===== src/rtl/core_pkg.sv =====
// Shared types and constants for the core: FSM state encoding, phase values
// and the default program-counter width.
package core_pkg;

  localparam int unsigned ADDR_W_DEFAULT = 12;

  typedef enum logic [2:0] {
    S_IDLE = 3'd0,
    S_ADDR = 3'd1,
    S_WAIT = 3'd2,
    S_CAPT = 3'd3,
    S_EXEC = 3'd4
  } state_t;

  localparam logic PHASE_FETCH = 1'b0;
  localparam logic PHASE_EXEC  = 1'b1;

endpackage


===== src/rtl/fetch_sequencer_if.sv =====
// Fetch-path bundle between the core control, the program ROM and the sequencer.
interface fetch_sequencer_if
  import core_pkg::*;
#(
  parameter int unsigned ADDR_W = ADDR_W_DEFAULT
);
  logic              run;
  logic              load_pc;
  logic [ADDR_W-1:0] load_addr;
  logic [7:0]        rom_data;
  logic [ADDR_W-1:0] rom_addr;
  logic              fetch_en;
  logic              phase;
  logic              busy;
  logic [ADDR_W-1:0] pc;

  modport master (
    output run, load_pc, load_addr, rom_data,
    input  rom_addr, fetch_en, phase, busy, pc
  );

  modport slave (
    input  run, load_pc, load_addr, rom_data,
    output rom_addr, fetch_en, phase, busy, pc
  );
endinterface


===== src/rtl/pc_reg.sv =====
// Program counter register: async active-low reset, increment enable and
// parallel load, with load taking priority over increment.
module pc_reg
  import core_pkg::*;
#(
  parameter int unsigned ADDR_W = ADDR_W_DEFAULT
) (
  input  logic              clk,
  input  logic              reset,
  input  logic              inc,
  input  logic              load,
  input  logic [ADDR_W-1:0] load_addr,
  output logic [ADDR_W-1:0] pc
);
  localparam logic [ADDR_W-1:0] ONE = ADDR_W'(1);

  always_ff @(posedge clk or negedge reset) begin
    if (!reset) begin
      pc <= '0;
    end else if (load) begin
      pc <= load_addr;
    end else if (inc) begin
      pc <= pc + ONE;
    end
  end
endmodule


===== src/rtl/fetch_sequencer.sv =====
// Instruction fetch sequencer: presents pc to the ROM, waits out the ROM latency,
// pulses fetch_en for the instruction register, then spends one EXEC cycle.
module fetch_sequencer
  import core_pkg::*;
#(
  parameter int unsigned ADDR_W  = ADDR_W_DEFAULT,
  parameter int unsigned ROM_LAT = 1
) (
  input  logic             clk,
  input  logic             reset,
  fetch_sequencer_if.slave bus
);
  localparam logic [2:0] LAT_M1 = 3'(ROM_LAT - 1);

  state_t            state;
  logic [2:0]        wait_cnt;
  logic              pc_inc;
  logic              pc_load;
  logic [ADDR_W-1:0] pc_q;

  assign pc_inc  = (state == S_CAPT);
  assign pc_load = (state == S_EXEC) && bus.load_pc;

  pc_reg #(.ADDR_W(ADDR_W)) u_pc (
    .clk       (clk),
    .reset     (reset),
    .inc       (pc_inc),
    .load      (pc_load),
    .load_addr (bus.load_addr),
    .pc        (pc_q)
  );

  assign bus.pc = pc_q;

  // Outputs are set on the edge entering each state so they are all registered.
  // rom_addr follows the pc value that pc_reg will hold after the same edge.
  always_ff @(posedge clk or negedge reset) begin
    if (!reset) begin
      state        <= S_IDLE;
      wait_cnt     <= '0;
      bus.rom_addr <= '0;
      bus.fetch_en <= 1'b0;
      bus.phase    <= PHASE_FETCH;
      bus.busy     <= 1'b0;
    end else begin
      bus.fetch_en <= 1'b0;
      bus.phase    <= PHASE_FETCH;
      unique case (state)
        S_IDLE: begin
          if (bus.run) begin
            state        <= S_ADDR;
            bus.rom_addr <= pc_q;
            bus.busy     <= 1'b1;
          end
        end
        S_ADDR: begin
          wait_cnt <= LAT_M1;
          if (ROM_LAT == 1) begin
            state        <= S_CAPT;
            bus.fetch_en <= 1'b1;
          end else begin
            state <= S_WAIT;
          end
        end
        S_WAIT: begin
          wait_cnt <= wait_cnt - 3'd1;
          if (wait_cnt == 3'd1) begin
            state        <= S_CAPT;
            bus.fetch_en <= 1'b1;
          end
        end
        S_CAPT: begin
          state     <= S_EXEC;
          bus.phase <= PHASE_EXEC;
        end
        S_EXEC: begin
          if (bus.run) begin
            state        <= S_ADDR;
            bus.rom_addr <= bus.load_pc ? bus.load_addr : pc_q;
          end else begin
            state    <= S_IDLE;
            bus.busy <= 1'b0;
          end
        end
        default: begin
          state    <= S_IDLE;
          bus.busy <= 1'b0;
        end
      endcase
    end
  end
endmodule


===== src/flat_wrapper.sv =====
// flat-port wrapper written by rule: the top's interface ports become plain ports
module fetch_sequencer_flat import core_pkg::*;
#(
  parameter int unsigned ADDR_W  = ADDR_W_DEFAULT,
  parameter int unsigned ROM_LAT = 1
)
  (clk, reset, bus_run, bus_load_pc, bus_load_addr, bus_rom_data, bus_rom_addr, bus_fetch_en, bus_phase, bus_busy, bus_pc);
  fetch_sequencer_if #(.ADDR_W(ADDR_W)) bus_i ();
  input  logic clk;
  input  logic reset;
  input wire logic [$bits(bus_i.run)-1:0] bus_run;
  input wire logic [$bits(bus_i.load_pc)-1:0] bus_load_pc;
  input wire logic [$bits(bus_i.load_addr)-1:0] bus_load_addr;
  input wire logic [$bits(bus_i.rom_data)-1:0] bus_rom_data;
  output wire logic [$bits(bus_i.rom_addr)-1:0] bus_rom_addr;
  output wire logic [$bits(bus_i.fetch_en)-1:0] bus_fetch_en;
  output wire logic [$bits(bus_i.phase)-1:0] bus_phase;
  output wire logic [$bits(bus_i.busy)-1:0] bus_busy;
  output wire logic [$bits(bus_i.pc)-1:0] bus_pc;
  assign bus_i.run = bus_run;
  assign bus_i.load_pc = bus_load_pc;
  assign bus_i.load_addr = bus_load_addr;
  assign bus_i.rom_data = bus_rom_data;
  assign bus_rom_addr = bus_i.rom_addr;
  assign bus_fetch_en = bus_i.fetch_en;
  assign bus_phase = bus_i.phase;
  assign bus_busy = bus_i.busy;
  assign bus_pc = bus_i.pc;
  fetch_sequencer #(.ADDR_W(ADDR_W), .ROM_LAT(ROM_LAT)) u_core (.clk(clk), .reset(reset), .bus(bus_i));
endmodule

===== config.mk =====
export PLATFORM = sky130hd
export DESIGN_NAME = fetch_sequencer_flat
export DESIGN_NICKNAME = d
export VERILOG_FILES = /design/src/rtl/core_pkg.sv /design/src/rtl/fetch_sequencer_if.sv /design/src/rtl/pc_reg.sv /design/src/rtl/fetch_sequencer.sv /design/src/flat_wrapper.sv
export SDC_FILE = /design/constraint.sdc
export NUM_CORES = 1
export LEC_CHECK = 0
export ABC_AREA = 0
export CORE_ASPECT_RATIO = 1.25
export CORE_MARGIN = 2
export CORE_UTILIZATION = 41
export DETAILED_ROUTE_END_ITERATION = 16
export GPL_ROUTABILITY_DRIVEN = 0
export PLACE_DENSITY = 0.75
export SYNTH_ARGS = -nofsm -noshare
export SYNTH_HDL_FRONTEND = slang
export SYNTH_SLANG_ARGS = --single-unit

===== constraint.sdc =====
create_clock -name clk -period 1.7 [get_ports clk]
set_clock_uncertainty 0.1 [all_clocks]
set_input_delay 0.255 -clock clk [delete_from_list [all_inputs] [get_ports clk]]
set_output_delay 0.255 -clock clk [all_outputs]
set_load 0.02 [all_outputs]

# Word level (Yosys, flattened, before mapping)
# Cells that the tools add are included.
word_totals:
  word_cells: 45
  register_bits: 33
  out_inout_bits: 27
  in_bits: 24
classes:
  n_eq_ne: 9
  muxes: 17
  n_reduce_logical: 9
  bitwise_logic: 1
  add_sub_neg: 2
op_table:
  columns: ["op", "count"]
  rows:
  - ["$mux 12", 5]
  - ["$pmux 12 s2", 1]
  - ["$pmux 3 s5", 1]
  - ["$add 12x1->12 const B", 1]
  - ["$eq 3x1->1 const B", 2]
  - ["$eq 3x2->1 const B", 2]
  - ["$mux 3", 2]
  - ["$ne 2x2->1 const B", 3]
  - ["$pmux 3 s2", 1]
  - ["$reduce_and 3->1", 2]
  - ["$reduce_bool 2->1", 3]
  - ["$mux 1", 5]
  - ["$eq 3x3->1 const B", 1]
  - ["$logic_not 3->1", 1]
  - ["$pmux 1 s3", 1]
  - ["$reduce_or 3->1", 1]
  - ["$sub 3x1->3 const B", 1]
  - ["$ne 2x1->1 const B", 1]
  - ["$pmux 1 s2", 1]
  - ["$reduce_and 2->1", 1]
  - ["$logic_and 1x1->1", 1]
  - ["$not 1->1", 1]

# Logic depth before layout (Yosys ltp)
logic_depth:
  depth_word: 4
  ltp_mapped: 7
  ltp_nobuf: 5

# Hierarchy
# From an unflattened synthesis, not the netlist that was laid out.
hier_totals:
  cells_unflattened: 173
  area_unflattened_um2: 1692.9
modules_own_cells:
  columns: ["module", "cells_each", "instances", "area_each_um2", "seq_area_each_um2"]
  rows:
  - ["fetch_sequencer", 101, 1, 1021.0, 525.5]
  - ["pc_reg", 72, 1, 671.9, 300.3]

# Worst setup path before layout
# No wires, ideal clock.
synth_timing:
  kind: "register to register"
  from: "reg u_core.u_pc.pc[0]"
  to: "reg u_core.u_pc.pc[8]"
  slack_ns: -0.079
  t_arrival_ns: 1.610
  stages_incl_launch_ff: 6
  required_time_ns: 1.531
  synth_period_minus_slack_ns: 1.779
  path_buffers: 0
  cell_sequence: "dfrtp_1 ha_1 and4b_1 nand3_2 or4_1 nand3_1"
synth_via:
  elab_chain_cells: 3
synth_rtl:
  columns: ["item", "line", "source"]
  rows:
  - ["from (decl)", "pc_reg.sv:13", "output logic [ADDR_W-1:0] pc"]
  - ["from (signal assigned)", "pc_reg.sv:21", "pc <= load_addr;"]
  - ["from (signal assigned)", "pc_reg.sv:23", "pc <= pc + ONE;"]
  - ["$add 12x1->12", "pc_reg.sv:23", null]
  - ["$mux 12", "pc_reg.sv:22", "end else if (inc) begin"]
  - ["$mux 12", "pc_reg.sv:20", "end else if (load) begin"]
# No other way between the ends. The select of a mux whose other input is x is not followed.
# A chain may end at the register's enable or synchronous reset.

# Worst setup path in the final report
layout_timing:
  from: "reg u_core.bus.rom_addr[8]"
  to: "out bus_rom_addr[8]"
layout_rtl:
  columns: ["item", "line", "source"]
  rows:
  - ["from (decl)", "fetch_sequencer_if.sv:24", "output rom_addr, fetch_en, phase, busy, pc"]
  - ["from (signal assigned)", "fetch_sequencer.sv:52", "bus.rom_addr <= pc_q;"]
  - ["from (signal assigned)", "fetch_sequencer.sv:79", "bus.rom_addr <= bus.load_pc ? bus.load_addr : pc_q;"]
  - ["to (decl)", "flat_wrapper.sv:15", "output wire logic [$bits(bus_i.rom_addr)-1:0] bus_rom_addr;"]
# No word-level cell between the ends.

==> impl_metrics.yaml <==
min_path:
  holdCritPathClass: "primary input to async pin"
critical_path:
  r2r-end: "u_core.u_pc.pc[8]"
  regToRegStartpoint: "u_core.u_pc.pc[0]"
  critPathKind: "flip-flop to output pin"
  timing.critical_path.from_type: "flip-flop"
  critPathBufInv: 1
  r2r_cells: 5
  worst-path-max-fanout: 2
  crit_slowest_cell: "clkdlybuf4s50_1"
  path_cells: "clkdlybuf4s50_1"
  end_kind: "output pin"
  crit_family: "buffers and inverters"
  critPathArrivalTime_ns: 1.28
  cp.required_ns: 1.34
  reg2reg_setup_slack_ns: 0.10
  cpPeakStageDelay_ns: 0.61
global_route:
  first_global_vias: 1293
  antenna_found_initial: 0
  grt_overflow_total: 0
  track_usage_pct: 17.75
  grt_pass1_wl_um: 5830
  grt_max_degree: 34
logic_synthesis:
  ys_ff_latch: 33
  synth_top_area_share_pct: 51.32
  syn_area_per_cell_um2: 9.195
  ys_top_cells_by_area: "dfrtp_1 (51%), nand2_1 (7.2%), o21ai_0 (5.9%)"
  synth_top_area_cell: "dfrtp_1"
  synthMuxAreaShare_pct: 0.6221
  ys_types: 34
  synth_nets: 202
  synth_top_family_by_area: "simple AND/OR/NAND/NOR gates"
  yosysWarnings: 0
  netlist_area_um2: 1609
  synth-compound-area-share_pct: 14.39
  postSynthCellCount: 175
  yosysSeqAreaShare_pct: 51.32
  synth_simple_gate_area_share_pct: 23.33
  synthXorXnorAreaFrac_pct: 3.810
  synthAdderAreaFrac_pct: 2.333
routing:
  drt_first_pass_iters: 5
  drt-initial-drc-count: 66
  finalWirelength_um: 3542
  vias_per_cell: 5.128
  drc: 0
  wl_per_cell_um: 12.56
  vias: 1446
  drtAntennaViolNets: 0
clocking:
  cts-htree-levels: 2
  clk_latency_ns: 0.29
  cts_buffers: 5
  max-clock-path-buffers: 2
  clk_pin_slew_ns: 0.07
  cts-root-buf: "clkbuf_8"
  clkSinkCount: 33
  postCtsSetupBuffers: 0
  cts_tree: "yes"
placement:
  dp.cells: 274
  port_buffers: 42
  detailedPlace.worstSlack_ns: -0.01392
  hpwl_um: 2555
  dpl_cell_area_um2: 2161
power_and_ir_drop:
  peakVddDrop_uv: 669.6
  leakagePower_nw: 0.9752
  cellPowerDensity_nw_per_um2: 1918
floorplan:
  start_util_pct: 42.51
  ios: 51
  die_w_um: 60.03
  placementRows: 25
  die_y_um: 74.04
  fp.coreArea_um2: 3785
  dieArea_um2: 4445
sta:
  rsz0062_at_grt: "false"
  hold_violations: 0
  timing.fmax_mhz: 613.4
  final_max_slew_viol_count: 0
  finalCriticalPeriod_ns: 1.630
  tightest_slew_ns: 0.4115
  tns_ns: 0
  finalCritPeriodShare_pct: 95.90
  setup_ws_ns: 0.06971
  holdWs_ns: 0.2627
  setup_viol: 0
  slew_headroom_pct: 72.57
finish:
  antennaDiodeCount: 0
  area_growth_pct: 39.11
  drive_gt1_share_pct: 11.84
  nets: 254
  design_area_um2: 2238
  fin_cells: 282
run:
  max_cap_violations: 0
outcome:
  outcome: "finished, final reports clean"
layer usage:
layer / up-vias / track usage, % / routed length [µm]
met5: - / 0 / 0
met4: 0 / 9.877 / 69
met3: 7 / 5.043 / 178
met2: 38 / 28.74 / 1780
met1: 693 / 20.93 / 1514
li1: 708 / - / -
cells in the final DEF (no fill, tap or decap), drive strengths merged, types with 2 or more instances in the layout:
cell type and instances:
nor2 18, buf 12, ha 3, a31oi 12, dfrtp 33, clkbuf 6
inv 7, xor2 2, nand2 31, dlygate4sd2 9, nor4 2, clkinv 2
xnor2 5, nand3 8, clkdlybuf4s50 31, nand4 2, o21ai 19, dlymetal6s2s 2
nor3 3, a21oi 6
worst max path at each step:
stage	from	endpoint	slack [ns]	cells after the start
2_1_floorplan	u_core.u_pc.pc[0]	u_core.u_pc.pc[8]	0.006	5
3_3_place_gp	bus_load_pc	u_core.u_pc.pc[8]	0.008	4
3_5_place_dp	bus_load_pc	u_core.bus.rom_addr[8]	-0.01	5
4_1_cts	u_core.u_pc.pc[8]	bus_pc[8]	0.01	1
5_1_grt	u_core.bus.busy	bus_busy	0.02	1
6_report	u_core.bus.rom_addr[8]	bus_rom_addr[8]	0.07	1
cell usage after synthesis:
| cell | instances |
|---|---|
| a21oi_1 | 6 |
| nor4b_1 | 1 |
| xor2_1 | 2 |
| and4b_1 | 1 |
| buf_2 | 3 |
| o21ai_0 | 19 |
| nand4bb_1 | 1 |
| a31o_2 | 1 |
| nor3_1 | 3 |
| and3_1 | 1 |
| and2_1 | 1 |
| nand4b_1 | 1 |
| or4_1 | 1 |
| nor4_1 | 1 |
| nand2_1 | 31 |
| ha_1 | 3 |
| dfrtp_1 | 33 |
| nor4_4 | 1 |
| buf_4 | 1 |
| nor2_1 | 18 |
| clkbuf_1 | 5 |
| a21boi_0 | 1 |
| a31oi_1 | 12 |
| mux2i_1 | 1 |
| xnor2_1 | 5 |
| inv_1 | 7 |
| and4bb_2 | 1 |
| nand3_2 | 1 |
| and4_1 | 1 |
| nand3_1 | 7 |
| nand3b_2 | 1 |
| o21bai_1 | 1 |
| nand4_1 | 2 |
| a22oi_1 | 1 |
power breakdown:
part	leakage, nW	switching (mW)	total (mW)	internal, mW
Clock	0.0450	0.284	0.567	0.283
Combinational	0.548	1.18	2.21	1.03
Sequential	0.383	0.347	1.52	1.18
Total	0.975	1.81	4.29	2.49
cell type report:
class,count,area [µm²]
inverter,7,26.28
multi-input combinational,126,715.7
timing repair buffer,54,516.7
clock buffer,6,72.57
tap,54,67.56
clock inverter,2,10.01
sequential,33,829.5
fill,348,1546
stage by stage:
step | total power [mW] | utilization (%)
after floorplan | 2.809 | -
after global placement | 3.775 | 57.09
after detailed placement | 3.847 | 57.09
after CTS | 4.339 | 58.98
after global routing | 4.644 | 59.14
final | 4.294 | 59.14
what timing repair did:
item | 4_1_cts | 5_1_grt
hold endpoints to repair | 0 | 0
gates resized for setup | 9 | 3
hold buffers | 0 | 0
endpoints found under the setup margin | 9 | 3
pin swaps | 0 | 0
logic make-up after synthesis:
| kind of cell | after synthesis |
|---|---|
| flip-flops | 33 |
| buffers and inverters | 16 |
| multiplexers | 1 |
| adder cells (fa/ha/maj) | 3 |
| AND/OR/NAND/NOR | 74 |
| XOR/XNOR | 7 |
| AO/OA/AOI/OAI | 41 |
No activity file was read; power rests on OpenSTA's default activity.
